$ cat src/rtl/riscv_pkg.sv
// Core-wide architectural constants shared by the RVFI record and the monitor.
package riscv;

    localparam int unsigned XLEN = 64;

endpackage

$ cat src/rtl/rvfi_monitor_pkg.sv
// Shared types and encodings for the RVFI commit monitor.
package rvfi_monitor_pkg;

    // Termination cause reported on cause_o.
    typedef enum logic [2:0] {
        NONE    = 3'd0,
        TOHOST  = 3'd1,
        TIMEOUT = 3'd2,
        HANG    = 3'd3
    } term_cause_e;

    // Monitor FSM states.
    typedef enum logic [1:0] {
        ST_IDLE = 2'd0,
        ST_RUN  = 2'd1,
        ST_DONE = 2'd2
    } mon_state_e;

    // Uncompressed store encoding.
    localparam logic [6:0] STORE_OPCODE = 7'b0100011;
    localparam logic [2:0] FUNCT3_SW    = 3'b010;
    localparam logic [2:0] FUNCT3_SD    = 3'b011;

    // Compressed quadrant-0 store encodings.
    localparam logic [1:0] C_QUADRANT0  = 2'b00;
    localparam logic [2:0] C_SW_FUNCT3  = 3'b110;
    localparam logic [2:0] C_SD_FUNCT3  = 3'b111;

endpackage

$ cat src/rtl/rvfi_pkg.sv
// Reduced RVFI commit record: only the fields the commit monitor looks at.
package rvfi_pkg;

    typedef struct packed {
        logic                       valid;
        logic                       trap;
        logic [31:0]                insn;
        logic [riscv::XLEN-1:0]     pc_rdata;
        logic [riscv::XLEN-1:0]     mem_addr;
        logic [riscv::XLEN/8-1:0]   mem_wmask;
        logic [riscv::XLEN-1:0]     mem_wdata;
    } rvfi_instr_t;

endpackage

$ cat src/rtl/rvfi_store_decode.sv
// Recognises word/doubleword stores (SW/SD and C.SW/C.SD) from a committed insn.
module rvfi_store_decode
    import rvfi_monitor_pkg::*;
#(
    parameter int unsigned XLEN = riscv::XLEN
) (
    input  logic [31:0] insn,
    output logic        is_store_wd
);

    logic is_sw_sd;
    logic is_c_store;

    // Decode both encodings; C.SD only exists on RV64 (on RV32 that slot is C.FSW).
    always_comb begin
        is_sw_sd   = (insn[6:0] == STORE_OPCODE) &&
                     ((insn[14:12] == FUNCT3_SW) || (insn[14:12] == FUNCT3_SD));
        is_c_store = (insn[1:0] == C_QUADRANT0) &&
                     ((insn[15:13] == C_SW_FUNCT3) ||
                      ((XLEN == 64) && (insn[15:13] == C_SD_FUNCT3)));
        is_store_wd = is_sw_sd || is_c_store;
    end

    // Register and immediate fields play no part in recognising the store.
    logic unused_insn_bits;
    assign unused_insn_bits = ^{insn[31:16], insn[11:7]};

endmodule

$ cat src/rtl/rvfi_commit_monitor.sv
// Watches RVFI commit ports for a tohost result store and runs timeout/hang watchdogs.
module rvfi_commit_monitor
    import rvfi_monitor_pkg::*;
#(
    parameter int unsigned NR_COMMIT_PORTS = 2,
    parameter int unsigned XLEN            = riscv::XLEN,
    parameter int unsigned CNT_W           = 64,
    parameter int unsigned TIMEOUT_CYCLES  = 2000000,
    parameter int unsigned HANG_CYCLES     = 10000
) (
    input  logic                                        clk_i,
    input  logic                                        rst_ni,
    input  rvfi_pkg::rvfi_instr_t [NR_COMMIT_PORTS-1:0] rvfi_i,
    input  logic                                        arm_i,
    input  logic [XLEN-1:0]                             tohost_addr_i,
    output logic                                        done_o,
    output term_cause_e                                 cause_o,
    output logic [XLEN-1:0]                             exit_code_o,
    output logic                                        pass_o,
    output logic [XLEN-1:0]                             term_pc_o,
    output logic [CNT_W-1:0]                            cycle_cnt_o,
    output logic [CNT_W-1:0]                            retire_cnt_o
);

    localparam int unsigned NP     = NR_COMMIT_PORTS;
    localparam int unsigned HANG_W = 32;

    mon_state_e                 state_q, state_d;
    term_cause_e                cause_q, cause_d;
    logic [XLEN-1:0]            exit_code_q, exit_code_d;
    logic [XLEN-1:0]            term_pc_q, term_pc_d;
    logic [CNT_W-1:0]           cycle_cnt_q, retire_cnt_q;
    logic [HANG_W-1:0]          quiet_q;
    logic [NP-1:0]              pend_vld_q;
    logic [NP-1:0][XLEN-1:0]    pend_data_q;

    logic                       active;
    logic [NP-1:0]              commit;
    logic [NP-1:0]              is_store;
    logic [NP-1:0]              addr_hit;
    logic [NP-1:0]              tohost_evt;
    logic [NP-1:0][XLEN-1:0]    evt_data;
    logic [NP-1:0]              unused_trap;

    // Counting and detection only happen while armed in RUN.
    assign active = (state_q == ST_RUN) && arm_i;

    for (genvar i = 0; i < NP; i++) begin : g_port
        rvfi_store_decode #(
            .XLEN (XLEN)
        ) u_store_decode (
            .insn        (rvfi_i[i].insn),
            .is_store_wd (is_store[i])
        );

        assign commit[i]   = rvfi_i[i].valid;
        assign addr_hit[i] = (tohost_addr_i != '0) &&
                             (rvfi_i[i].mem_addr == tohost_addr_i) &&
                             (|rvfi_i[i].mem_wmask) &&
                             (|rvfi_i[i].mem_wdata);
        // The current beat's data wins; otherwise fall back to an earlier mem-only beat.
        assign evt_data[i]   = addr_hit[i] ? rvfi_i[i].mem_wdata : pend_data_q[i];
        assign tohost_evt[i] = commit[i] && is_store[i] &&
                               (addr_hit[i] || pend_vld_q[i]) && evt_data[i][0];
        // A trap without valid never counts or terminates, so the flag is not needed.
        assign unused_trap[i] = rvfi_i[i].trap;
    end

    logic [2:0]        n_valid;
    logic              any_valid;
    logic [CNT_W:0]    retire_sum;
    logic [CNT_W-1:0]  retire_next;
    logic [CNT_W-1:0]  cycle_next;
    logic [HANG_W-1:0] quiet_next;
    logic              timeout_evt;
    logic              hang_evt;

    // Saturating next values for the statistics and watchdog counters.
    always_comb begin
        // NOTE: every always_comb output gets a default first so no path can infer a latch.
        n_valid = '0;
        for (int i = 0; i < int'(NP); i++) begin
            // NOTE: blocking '=' is right here: the sum must accumulate within one evaluation.
            n_valid = n_valid + 3'(commit[i]);
        end
        any_valid   = |commit;
        retire_sum  = {1'b0, retire_cnt_q} + (CNT_W+1)'(n_valid);
        retire_next = retire_sum[CNT_W] ? '1 : retire_sum[CNT_W-1:0];
        cycle_next  = (cycle_cnt_q == '1) ? cycle_cnt_q : cycle_cnt_q + CNT_W'(1);
        if (any_valid) begin
            quiet_next = '0;
        end else begin
            quiet_next = (quiet_q == '1) ? quiet_q : quiet_q + HANG_W'(1);
        end
        timeout_evt = (TIMEOUT_CYCLES != 0) && (cycle_next == CNT_W'(TIMEOUT_CYCLES));
        hang_evt    = (HANG_CYCLES != 0) && (quiet_next == HANG_W'(HANG_CYCLES));
    end

    logic             win_vld;
    logic [XLEN-1:0]  win_data;
    logic [XLEN-1:0]  win_pc;

    // Pick the lowest-index port with a tohost event (descending scan, last hit wins).
    always_comb begin
        win_vld  = 1'b0;
        win_data = '0;
        win_pc   = '0;
        for (int i = int'(NP) - 1; i >= 0; i--) begin
            if (tohost_evt[i]) begin
                win_vld  = 1'b1;
                win_data = evt_data[i];
                win_pc   = rvfi_i[i].pc_rdata;
            end
        end
    end

    // Next state and termination record; tohost beats HANG, HANG beats TIMEOUT.
    always_comb begin
        state_d     = state_q;
        cause_d     = cause_q;
        exit_code_d = exit_code_q;
        term_pc_d   = term_pc_q;
        unique case (state_q)
            ST_IDLE: begin
                if (arm_i) state_d = ST_RUN;
            end
            ST_RUN: begin
                if (!arm_i) begin
                    state_d = ST_IDLE;
                end else if (win_vld) begin
                    state_d     = ST_DONE;
                    cause_d     = TOHOST;
                    exit_code_d = win_data >> 1;
                    term_pc_d   = win_pc;
                end else if (hang_evt) begin
                    state_d = ST_DONE;
                    cause_d = HANG;
                end else if (timeout_evt) begin
                    state_d = ST_DONE;
                    cause_d = TIMEOUT;
                end
            end
            ST_DONE: begin
                state_d = ST_DONE;
            end
            default: begin
                state_d = ST_IDLE;
            end
        endcase
    end

    // FSM state and the latched termination record.
    always_ff @(posedge clk_i or negedge rst_ni) begin
        // NOTE: non-blocking '<=' for all registered state so every flop samples pre-edge values.
        if (!rst_ni) begin
            state_q     <= ST_IDLE;
            cause_q     <= NONE;
            exit_code_q <= '0;
            term_pc_q   <= '0;
        end else begin
            state_q     <= state_d;
            cause_q     <= cause_d;
            exit_code_q <= exit_code_d;
            term_pc_q   <= term_pc_d;
        end
    end

    // Cycle, retire and no-retire counters advance only while armed in RUN.
    always_ff @(posedge clk_i or negedge rst_ni) begin
        if (!rst_ni) begin
            cycle_cnt_q  <= '0;
            retire_cnt_q <= '0;
            quiet_q      <= '0;
        end else if (active) begin
            cycle_cnt_q  <= cycle_next;
            retire_cnt_q <= retire_next;
            quiet_q      <= quiet_next;
        end
    end

    // Remember tohost data seen before its valid beat; the valid beat consumes it.
    always_ff @(posedge clk_i or negedge rst_ni) begin
        if (!rst_ni) begin
            // NOTE: the data regs are reset too, so a stale value can never surface as an exit code.
            pend_vld_q  <= '0;
            pend_data_q <= '0;
        end else if (active) begin
            for (int i = 0; i < int'(NP); i++) begin
                if (commit[i]) begin
                    pend_vld_q[i] <= 1'b0;
                end else if (addr_hit[i]) begin
                    pend_vld_q[i]  <= 1'b1;
                    pend_data_q[i] <= rvfi_i[i].mem_wdata;
                end
            end
        end
    end

    assign done_o       = (state_q == ST_DONE);
    assign cause_o      = cause_q;
    assign exit_code_o  = exit_code_q;
    assign term_pc_o    = term_pc_q;
    assign pass_o       = done_o && (cause_q == TOHOST) && (exit_code_q == '0);
    assign cycle_cnt_o  = cycle_cnt_q;
    assign retire_cnt_o = retire_cnt_q;

endmodule

$ cat config.mk
export PLATFORM = sky130hd
export DESIGN_NAME = rvfi_commit_monitor
export DESIGN_NICKNAME = d
export VERILOG_FILES = /design/src/rtl/riscv_pkg.sv /design/src/rtl/rvfi_monitor_pkg.sv /design/src/rtl/rvfi_pkg.sv /design/src/rtl/rvfi_store_decode.sv /design/src/rtl/rvfi_commit_monitor.sv
export SDC_FILE = /design/constraint.sdc
export NUM_CORES = 1
export LEC_CHECK = 0
export ABC_AREA = 1
export BUFFER_PORTS_ARGS = -buffer_cell sky130_fd_sc_hd__buf_2
export CORE_AREA = 2 2 310 312
export DETAILED_ROUTE_END_ITERATION = 7
export DIE_AREA = 0 0 312 314
export SLEW_MARGIN = 20
export SYNTH_ARGS = -nofsm -noshare
export SYNTH_HDL_FRONTEND = slang
export SYNTH_HIERARCHICAL = 1
export SYNTH_SLANG_ARGS = --single-unit
$ cat constraint.sdc
create_clock -name clk_i -period 2.4 [get_ports clk_i]
set_input_delay 0 -clock clk_i [delete_from_list [all_inputs] [get_ports clk_i]]
set_output_delay 0 -clock clk_i [all_outputs]
set_load 0.03 [all_outputs]
### After elaboration in Yosys (flattened, before gate mapping)

Cells that the tools add are included.

| word-level totals | value |
|---|---|
| register bits after elaboration | 422 |
| logic and storage cells | 110 |
| output and inout bits | 261 |
| input port bits | 535 |

| cells by class | value |
|---|---|
| equality and inequality tests | 21 |
| $add $sub $neg | 4 |
| bitwise logic cells | 2 |
| mux-type cells | 25 |
| reduce and logical (&&, ||, !) cells | 47 |

Operators by type and width:

| kind | number |
|---|---|
| $mux W64 | 8 |
| $eq A64 B64 Y1 | 2 |
| $reduce_or A64 Y1 | 2 |
| $add A64 B2 Y65 | 1 |
| $add A64 B1 Y64 const B | 1 |
| $eq A64 B21 Y1 const B | 1 |
| $eq A64 B64 Y1 const B | 1 |
| $logic_not A64 Y1 | 1 |
| $mux W32 | 2 |
| $reduce_bool A64 Y1 | 1 |
| $add A32 B1 Y32 const B | 1 |
| $eq A32 B14 Y1 const B | 1 |
| $eq A32 B32 Y1 const B | 1 |
| $logic_and A1 B1 Y1 | 19 |
| $reduce_or A8 Y1 | 2 |
| $eq A7 B6 Y1 const B | 2 |
| $eq A3 B2 Y1 const B | 4 |
| $eq A3 B3 Y1 const B | 4 |
| $mux W2 | 5 |
| $reduce_and A2 Y1 | 5 |
| $mux W3 | 3 |
| $logic_or A1 B1 Y1 | 8 |
| $logic_not A2 Y1 | 3 |
| $mux W1 | 6 |
| 12 further kinds | 15 |

### Logic depth before layout (Yosys ltp)

Gate-level depths: netlist of run 1.

| depth | value |
|---|---|
| depth in word-level cells | 12 |
| depth in mapped cells | 21 |
| mapped depth without buffers | 20 |

### By module

Netlist of run 1, hierarchy kept.

Modules (own cells, without submodules):

| module | sequential area each (um2) | instances | area each (um2) | cells each |
|---|---|---|---|---|
| rvfi_commit_monitor | 10535.1 | 1 | 27769.1 | 4267 |
| rvfi_store_decode | 0.0 | 2 | 58.8 | 15 |

### Worst setup path after synthesis of run 1

No wires, ideal clock.

| timing | value |
|---|---|
| path kind | register to register |
| from | register retire_cnt_q[0] (netlist: retire_cnt_o[0]) |
| to | register retire_cnt_q[56] (netlist: retire_cnt_o[56]) |
| cell stages (with the launch flop) | 18 |
| clock period less this slack | 2847 ps |
| setup slack | -447 ps |
| data required time | 2265 ps |
| library setup time | 135 ps |
| data arrival time | 2712 ps |
| path buffers | 0 |
| cells stage by stage | dfrtp_1 inv_1 fa_1 inv_1 ha_1 nand3_1 nor3_1 inv_1 nor2_1 nand2_1 nor2_1 nand2_1 nor2_1 nand2_1 nor3_1 nand4_1 a21oi_1 o21ai_1 |

| between the ends | value |
|---|---|
| longest elaborated chain between the ends | 2 |

RTL lines:

| element | line | RTL |
|---|---|---|
| start, declared | rvfi_commit_monitor.sv:32 | `logic [CNT_W-1:0] cycle_cnt_q, retire_cnt_q;` |
| start signal, assigned | rvfi_commit_monitor.sv:176 | `retire_cnt_q <= retire_next;` |
| $add A64 B2 Y65 | rvfi_commit_monitor.sv:87 | `retire_sum = {1'b0, retire_cnt_q} + (CNT_W+1)'(n_valid);` |
| $mux W64 | rvfi_commit_monitor.sv:88 | `retire_next = retire_sum[CNT_W] ? '1 : retire_sum[CNT_W-1:0];` |

Every way passes these cells.
A chain may end at the register's enable or synchronous reset.

### Final worst setup path of run 1

| timing | value |
|---|---|
| from | register exit_code_q[0] (netlist: exit_code_o[0]) |
| to | output pass_o |

| between the ends | value |
|---|---|
| longest elaborated chain between the ends | 2 |

RTL lines:

| element | line | RTL |
|---|---|---|
| start, declared | rvfi_commit_monitor.sv:30 | `logic [XLEN-1:0] exit_code_q, exit_code_d;` |
| start signal, assigned | rvfi_commit_monitor.sv:163 | `exit_code_q <= exit_code_d;` |
| $logic_not A64 Y1 | rvfi_commit_monitor.sv:203 | `assign pass_o = done_o && (cause_q == TOHOST) && (exit_code_q == '0);` |
| $logic_and A1 B1 Y1 | rvfi_commit_monitor.sv:203 |  |
| end, declared | rvfi_commit_monitor.sv:19 | `output logic pass_o,` |

Every way passes these cells.

==> results of run 1 <==
==> area by class of cell <==
class | count | area [um^2] | share of cell area, %
Clock buffer | 77 | 1510 | 3.40
Tap cell | 1265 | 1580 | 3.57
Antenna cell | 19 | 47.5 | 0.107
Clock inverter | 20 | 262 | 0.590
Multi-Input combinational cell | 3349 | 16600 | 37.5
Sequential cell | 421 | 10600 | 23.8
Timing Repair Buffer | 1696 | 12300 | 27.8
Inverter | 368 | 1410 | 3.19
==> cell usage in the layout (no fill, tap or decap), drive strengths merged <==
cell	netlist	routed
nor3b	3	3
o21bai	2	2
o21ai	316	316
nor3	42	42
dlygate4sd3	0	256
clkbuf	80	79
nand2	1654	1655
a21oi	9	9
nor4	31	31
xor2	85	85
a31oi	16	16
conb	1	2
o211ai	62	62
diode	0	19
bufinv	0	4
clkinvlp	0	1
and2	11	11
nand4	61	61
inv	360	359
or2	22	22
nand2b	1	1
buf	81	1438
clkinv	8	24
dfrtp	421	421
fa	1	1
nor2b	1	1
ha	3	3
nor4b	1	1
nor2	655	655
nand3	239	239
nand3b	19	19
o31ai	2	2
xnor2	98	98
mux2i	10	10
or4	1	1
or3	1	1
==> cells in the mapped netlist (all sizes together), types with 2 or more instances <==
cell type,n,area share (%)
ha,3,0.13
inv,360,4.9
xnor2,98,3.1
nor4,31,0.77
clkbuf,80,1.1
nor3b,3,0.081
o211ai,62,1.8
nand3,239,4.3
dfrtp,421,38
or2,22,0.49
and2,11,0.25
mux2i,10,0.36
o31ai,2,0.054
nor3,42,0.79
o21bai,2,0.054
nand3b,19,0.51
clkinv,8,0.11
nor2,655,9.0
a31oi,16,0.36
nand4,61,1.4
o21ai,316,5.7
a21oi,9,0.16
nand2,1654,22
xor2,85,2.7
buf,81,1.7
==> how the worst max path moves through the flow <==
stage | startpoint | end | cells past startpoint
global route | exit_code_o[0]$_DFFE_PN0P_ | pass_o | 7
CTS | exit_code_o[1]$_DFFE_PN0P_ | pass_o | 7
finish | exit_code_o[0]$_DFFE_PN0P_ | pass_o | 7
global placement | cycle_cnt_o[34]$_DFFE_PN0P_ | cause_o[0]$_DFFE_PN0P_ | 18
detailed placement | cycle_cnt_o[2]$_DFFE_PN0P_ | cause_o[0]$_DFFE_PN0P_ | 18
floorplan | retire_cnt_o[0]$_DFFE_PN0P_ | retire_cnt_o[56]$_DFFE_PN0P_ | 17
==> sequential cells by signal, summed over array words and instances (netlist names) <==
register / count
cause_o: 2
cycle_cnt_o: 64
retire_cnt_o: 64
quiet_q: 32
pend_vld_q: 2
exit_code_o: 63
state_q: 2
pend_data_q: 128
term_pc_o: 64
==> logic make-up (layout without fill, tap and decap cells) <==
group                    Yosys count  count (layout)  synth area share [%]
adder cells (fa/ha/maj)            4               4                 0.206
other                              1              21                0.0134
XOR/XNOR                         183             183                  5.75
flip-flops                       421             421                  37.8
multiplexers                      10              10                 0.359
AO/OA/AOI/OAI                    407             407                  8.16
buffers and inverters            529            2161                  7.69
AND/OR/NAND/NOR                 2742            2743                  40.0
==> repair_timing <==
action | in CTS | in global routing
gates resized for setup | 215 | 191
pin swaps | 48 | 54
endpoints found under the setup margin | 66 | 171
gates cloned | 10 | 2
buffers inserted | 55 | 38
endpoints found under the hold margin | 673 | 0
hold buffers | 257 | 0
==> power by group <==
group          switching, mW  total (mW)  internal (mW)  leakage, nW
Clock                   3.52        8.33           4.81        0.870
Combinational           1.06        2.02          0.958         17.2
Sequential                 0        7.10           7.10         5.30
==> stage by stage <==
stage	hold WS, ns	TNS [ns]
6_report	0.0466	-14.94
5_1_grt	0.0735	-23.62
4_1_cts	0.0176	-11.99
3_5_place_dp	0.0256	-40.17
3_3_place_gp	0.0282	-35.67
2_1_floorplan	-0.296	-6.99
==> per-layer routing <==
layer	vias to the layer above	GRT usage, %
li1	16700	-
met1	16400	36.3
met2	1464	45.0
met3	341	5.28
met4	14	9.00
met5	-	0
==> worst max-delay path, stage by stage (launching register included) <==
cell	delay (ns)
sky130_fd_sc_hd__dfrtp_2	0.45
sky130_fd_sc_hd__or4_4	0.54
sky130_fd_sc_hd__nor4_4	0.20
sky130_fd_sc_hd__buf_4	0.17
sky130_fd_sc_hd__nand4_1	0.22
sky130_fd_sc_hd__nor4_2	0.24
sky130_fd_sc_hd__buf_4	0.15
sky130_fd_sc_hd__buf_6	0.13
==> flow_results.org, run 1 <==
** Route
- Summed over all nets, wire length on met2 after detailed routing comes to 64,300 um.
- Top layer in use :: met5
- Number of iterations in the first detailed-routing pass :: 6
- The final route contains 35,000 vias.
- Summed over all layers, the routed wires come to 140,000 um.
- Number of routed nets with antenna violations :: 0
- Met3 wire len :: 10,800 um
- Final routed DRC violation total :: 0
- Met1 Routed Length :: 59,400 um
- Drt wl/cell :: 19.4 um
- Via density per instance :: 4.85
- Number of DRC markers after the initial detailed-route iteration :: 3,025

** Min path
- Cell depth of the worst min-delay path :: 7
- The worst hold path begins at rvfi_i[280].
- End point of the most critical hold path :: pend_data_q[110]$_DFFE_PN0P_
- Hold/Removal Path Class :: primary input to flip-flop

** CTS
- TritonCTS clock tree :: yes
- CTS saw 421 sinks.
- The root buffer cell chosen for the clock tree is sky130_fd_sc_hd__clkbuf_16.
- TritonCTS created 53 clock buffers.
- Insertion delay to the later sink of the worst-skew pair :: 0.65 ns
- Clock-pin slew of the registers on the worst-case setup and hold paths :: 0.07 ns
- H-tree lvl count :: 2
- In this run the deepest clock path goes through 3 buffers.

** Synthesis
- Yosys mapped a number of flops with a built-in enable equal to 0.
- Mapped cell area :: 27,900 um^2
- Sequential element share of the synthesized area :: 37.8%
- In the synthesized netlist, the number of instances is 4,297.
- Post-synthesis register bit count :: 421
- For this run, asynchronously set or reset flops after synthesis account for 100%.
- Most frequently used flop master after synthesis :: sky130_fd_sc_hd__dfrtp_1
- Mean cell area of the mapped netlist :: 6.49 um^2
- Number of library cell types mapped by synthesis :: 51
- The Yosys step of the flow raised 6 warnings.

** Placement
- The wire-length estimate of the detail-placed layout is 107,000 um.
- Once placement finished, the instance area stood at 37,700 um^2.
- PortBufs :: 747
- Global placer's final weighted congestion :: 1.00
- Timing analysis after detailed placement gives a worst setup slack of -0.398 ns.
- Including well taps, the total number of placed cells is 6,750.

** Critical path
- At the worst endpoint, the arrival time is 2.74 ns.
- Largest driver fanout on the critical path :: 3
- Worst reg2reg startpoint :: retire_cnt_o[0]$_DFFE_PN0P_
- The worst register-to-register path ends at retire_cnt_o[49]$_DFFE_PN0P_.
- The number of cells on the worst reg-to-reg path is 19.
- The worst setup path is captured at a primary output.
- Element type at the critical path start :: flip-flop
- Setup slack on the worst reg-to-reg path comes out at -0.30 ns.
- Critical path class :: flip-flop to primary output
- Data on the critical path is required at its endpoint by 2.40 ns.

** Final layout
- # fillers :: 9,508
- The final layout contains 6,428 nets.
- At the end of the flow the core is filled with cells to 46.9%.
- Final Instance Count excl. Fillers :: 7,215
- Final non-filler cell area :: 44,300 um^2
- Layout overhead on the synthesized area :: 58.9%
- Proportion of layout cells with a drive suffix above 1 :: 32.6%

** Pwr
- The analysis attributes to cell leakage a power of 23.4 nW.
- VDD sags by at most 0.463 mV.
- Overall power after layout :: 17.5 mW
- Power per unit of standard cell area :: 394 nW/um^2

** Floorplan
- The core region is 94,400 um^2.
- Y dimension of the die :: 314 um
- The die covers 98,000 um^2.
- Starting Density :: 29.5%
- The die is 312 um wide.
- # IOs :: 796
- Number of rows in the core area :: 113

** Timing
- Setup repair after global routing missed its margin :: yes
- After layout, the worst path uses 114% of the clock period.
- Final setup skew :: 0.0660 ns
- Derived from the worst setup path, the maximum achievable clock frequency is 365 MHz.
- The final count of pins violating max slew came to 0.
- The smallest clock period supported by the final layout is computed as 2.74 ns.
- Worst Slack Setup Final :: -0.338 ns
- The number of hold violations in the final report was 0.
- Setup violations remaining at the end of the flow were counted as 66.
- Max-Slew Margin vs Limit :: 58.9%
- Transition at the pin with the smallest max-transition slack :: 0.611 ns

** GRT
- Pin count of the biggest net entering global routing :: 96
- After global routing the overflow that remains totals 0.
- The number of antenna violations at the first check in global routing was 28.
- For this run, the total global-route usage over all layers was measured as 27.4%.
- Via count of the first global-routing pass :: 34,100
- The first global-routing pass estimated 207,000 um of wire.

** Run status
- The final reports fail on negative setup slack.
- Outcome :: finished with violations

** Job
- Max-Cap Viols :: 0
No activity file was read; power rests on OpenSTA's default activity.
==> run 2: changes to the inputs <==
--- a/config.mk
+++ b/config.mk
@@ -10,6 +10,7 @@
 export CORE_AREA = 2 2 310 312
 export DETAILED_ROUTE_END_ITERATION = 7
 export DIE_AREA = 0 0 312 314
+export PLACE_DENSITY = 0.54
 export SLEW_MARGIN = 20
 export SYNTH_ARGS = -nofsm -noshare
 export SYNTH_HDL_FRONTEND = slang
==> run 2 against run 1 <==
  * The flow still finishes with violations (negative setup slack)
  * Sequential cell count did not move
  * Highest routed layer unchanged
  * Final cell count increased by 0.39%
  * Via count is 0.56% higher
  * Largest cell class unchanged
  * Global-route usage down 0.41 points
  * Register-to-register slack hardly changed
  * First-iteration DRC count rose by 6.6%
  * Power grew 2.9%
  * Count of clock-buffer cells in the layout increased by 4
  * Critical path type is now flip-flop to flip-flop
==> flow_results.org, run 2 (synthesis gave the netlist of run 1 again) <==
** Timing
- FMAX :: 370 MHz (was 365 MHz)
- The final worst-path setup slack came to -0.305 ns (was -0.338 ns).
- Final max-slew violation count :: 0 (unchanged)
- The worst hold slack after final layout was 0.0386 ns (was 0.0466 ns).
- The number of hold violations in the final report was 0 (unchanged).
- Max-Slew Margin vs Limit :: 48.2% (was 58.9%)
- The setup clock skew after layout is 0.0948 ns (was 0.0660 ns).
- The clock period minus worst slack was 2.70 ns (was 2.74 ns).
- Final period utilization :: 113% (was 114%)
- The measured slew at the worst slew-check pin came to 0.769 ns (was 0.611 ns).
- Setup repair after global routing missed its margin :: yes (unchanged)
- Endpoints failing setup :: 65 (was 66)

** Pwr
- The leakage power total was 23.9 nW (was 23.4 nW).
- The power density of the placed cells is 395 nW/um^2 (was 394 nW/um^2).
- The peak supply drop is 0.521 mV (was 0.463 mV).

** Final layout
- The cell area after layout is 45,400 um^2 (was 44,300 um^2).
- The share of cells above drive strength 1 is 34.1% (was 32.6%).
- Commonest cells after routing, fill and taps aside: 1,515 x sky130_fd_sc_hd__nand2_1, 745 x sky130_fd_sc_hd__buf_2, 611 x sky130_fd_sc_hd__buf_4 (was 1,552 x sky130_fd_sc_hd__nand2_1, 745 x sky130_fd_sc_hd__buf_2, 616 x sky130_fd_sc_hd__buf_4).
- The register ranked first by flip-flop count was pend_data_q (unchanged).
- Layout overhead on the synthesized area :: 62.9% (was 58.9%)
- The flip-flop count of the largest register, all copies and words added was 128 (unchanged).
- The count of nets after finishing came to 6,456 (was 6,428).
- Final core occ :: 48.1% (was 46.9%)
- Most common cell after layout, fill and taps aside :: sky130_fd_sc_hd__nand2_1 (unchanged)
- The number of standard cells in the layout, taps in and fillers out is 7,243 (was 7,215).

** Min path
- Cell depth of the worst min-delay path :: 7 (unchanged)
- Start point of the worst min-delay path :: rvfi_i[273] (was rvfi_i[280])
- The worst hold path class is primary input to flip-flop (unchanged).
- The sink of the worst hold path is pend_data_q[103]$_DFFE_PN0P_ (was pend_data_q[110]$_DFFE_PN0P_).

** Critical path
- Buffers and inverters on the worst path :: 4 (was 3)
- The number of cells on the worst reg-to-reg path is 18 (was 19).
- The type of destination of the critical path is a flip-flop (was primary output).
- The family of cells with the greatest summed delay on the critical path is simple AND/OR/NAND/NOR gates (unchanged).
- The largest stage delay on the critical path is 0.36 ns (was 0.54 ns).
- The worst setup path startpoint was retire_cnt_o[0]$_DFFE_PN0P_ (was exit_code_o[0]$_DFFE_PN0P_).
- The library cell contributing the largest single delay on the critical path was sky130_fd_sc_hd__dfrtp_2 (was sky130_fd_sc_hd__or4_4).
- The start-to-end type of the worst setup path was flip-flop to flip-flop (was flip-flop to primary output).
- The internal reg-to-reg setup slack was -0.30 ns (about the same).
- The sort of element at the start of the critical path is a flip-flop (unchanged).
- End of the worst register-to-register path :: retire_cnt_o[56]$_DFFE_PN0P_ (was retire_cnt_o[49]$_DFFE_PN0P_)
- Ordered list of cells on the worst path :: inv_2, fa_2, inv_2, ha_4, buf_6, nand3_4, nor3_4, inv_2, nor2_4, nand2_2, nor2_4, nand2_2, nor2_4, nand2_2, nor3_2, nand4_1, a21oi_1, o21ai_1 (was or4_4, nor4_4, buf_4, nand4_1, nor4_2, buf_4, buf_6)
- The worst-path maximum fanout was 2 (was 3).
- The required time reported for the critical path endpoint is 2.91 ns (was 2.40 ns).
- Worst reg2reg startpoint :: retire_cnt_o[0]$_DFFE_PN0P_ (unchanged)
- The signal arrival time at the worst endpoint is 3.22 ns (was 2.74 ns).

** Floorplan
- Number of rows in the core area :: 113 (unchanged)
- The total I/O pin count came to 796 (unchanged).
- Starting Density :: 29.5% (unchanged)
- The core area is 94,400 um^2 (unchanged).
- The die outline height came to 314 um (unchanged).
- Floorplan die width :: 312 um (unchanged)
- DIE AREA :: 98,000 um^2 (unchanged)

** CTS
- Buffer levels on the longest clock path :: 3 (unchanged)
- Root buffer cell :: sky130_fd_sc_hd__clkbuf_16 (unchanged)
- H-tree lvl count :: 2 (unchanged)
- Cts bufs inserted :: 55 (was 53)
- CTS sink cnt :: 421 (unchanged)
- TritonCTS clock tree :: yes (unchanged)
- Insertion delay to the later sink of the worst-skew pair :: 0.67 ns (was 0.65 ns)
- Clock-pin slew of the registers on the worst-case setup and hold paths :: 0.06 ns (was 0.07 ns)

** Route
- Total number of vias :: 35,200 (was 35,000)
- Via density per instance :: 4.86 (was 4.85)
- The average detailed-routed wire length per instance was 19.6 um (was 19.4 um).
- Number of DRC markers after the initial detailed-route iteration :: 3,224 (was 3,025)
- The detailed-router iteration count before antenna repair is 5 (was 6).
- The total wire length was 142,000 um (was 140,000 um).
- The remaining number of nets flagged by the antenna check after routing came to 0 (unchanged).
- Final routed DRC violation total :: 0 (unchanged)

** GRT
- Antenna violations before repair :: 28 (unchanged)
- Gr ovfl total :: 0 (unchanged)
- The global-route usage over all layers is 27.0% (was 27.4%).
- Wire length of the first global-routing pass :: 203,000 um (was 207,000 um)
- Via count of the first global-routing pass :: 34,000 (was 34,100)
- Pin count of the biggest net entering global routing :: 84 (was 96)

** Placement
- PortBufs :: 747 (unchanged)
- Global placer's final weighted congestion :: 0.972 (was 1.00)
- The post-place instance area is 37,800 um^2 (was 37,700 um^2).
- The number of cells after detailed placement came to 6,759 (was 6,750).
- The placed wire-length estimate is 107,000 um (about the same).

** Job
- Max-Cap Viols :: 0 (unchanged)

** Run status
- Outcome :: finished with violations (unchanged)
- Violations in the final reports: negative setup slack (unchanged).
[run 2: routing by layer]
layer,vias to the layer above,GRT usage (%),wire [um]
met5,-,0,124
met4,20,9.18,5190
met3,330,5.54,11700
met2,1486,44.3,65400
met1,16500,35.5,59800
li1,16800,-,-
[run 2: timing repair]
action | 4_1_cts | 5_1_grt
buffers inserted | 64 | 28
gates resized for setup | 214 | 336
gates cloned | 9 | 26
hold endpoints to repair | 670 | 0
setup endpoints to repair | 66 | 207
hold buffers | 251 | 0
pin swaps | 48 | 103
[run 2: final cells by class]
class	instances	area, um^2
clock buffer	81	1620
inverter	368	1420
antenna	16	40.0
multi-input combinational	3348	16900
sequential	421	10500
fill	9433	49000
clock inverter	21	317
timing repair buffer	1720	12900
timing repair inverter	3	26.3
tap	1265	1580
[run 2: per-stage QoR]
stage	setup TNS (ns)	power, mW	setup slack (ns)
after global placement	-44.67	8.85	-0.407
final	-8.77	17.9	-0.305
after detailed placement	-50.79	8.85	-0.356
after floorplan	-6.99	7.74	-0.180
after CTS	-6.92	18.1	-0.396
after global routing	-24.01	18.6	-0.436
[run 2: how the worst max path moves through the flow]
| stage | end | depth (start not counted) |
|---|---|---|
| detailed placement | exit_code_o[21]$_DFFE_PN0P_ | 18 |
| CTS | pass_o | 6 |
| global placement | cause_o[0]$_DFFE_PN0P_ | 18 |
| global route | retire_cnt_o[56]$_DFFE_PN0P_ | 18 |
| floorplan | retire_cnt_o[56]$_DFFE_PN0P_ | 17 |
| finish | retire_cnt_o[56]$_DFFE_PN0P_ | 18 |
[run 2: report_power, final]
part           internal [mW]  total [mW]  switching, mW
clock network           5.24        8.84           3.60
logic                  0.959        2.01           1.05
registers               7.10        7.10              0
total                   13.3        17.9           4.65
[run 2: tightest hold or removal path: cells and delay by family]
family | cells | cell delay, ns
buffers and inverters | 4 | 0.42
and+or+nand+nor | 2 | 0.09
AOI/OAI and AO/OA | 1 | 0.08
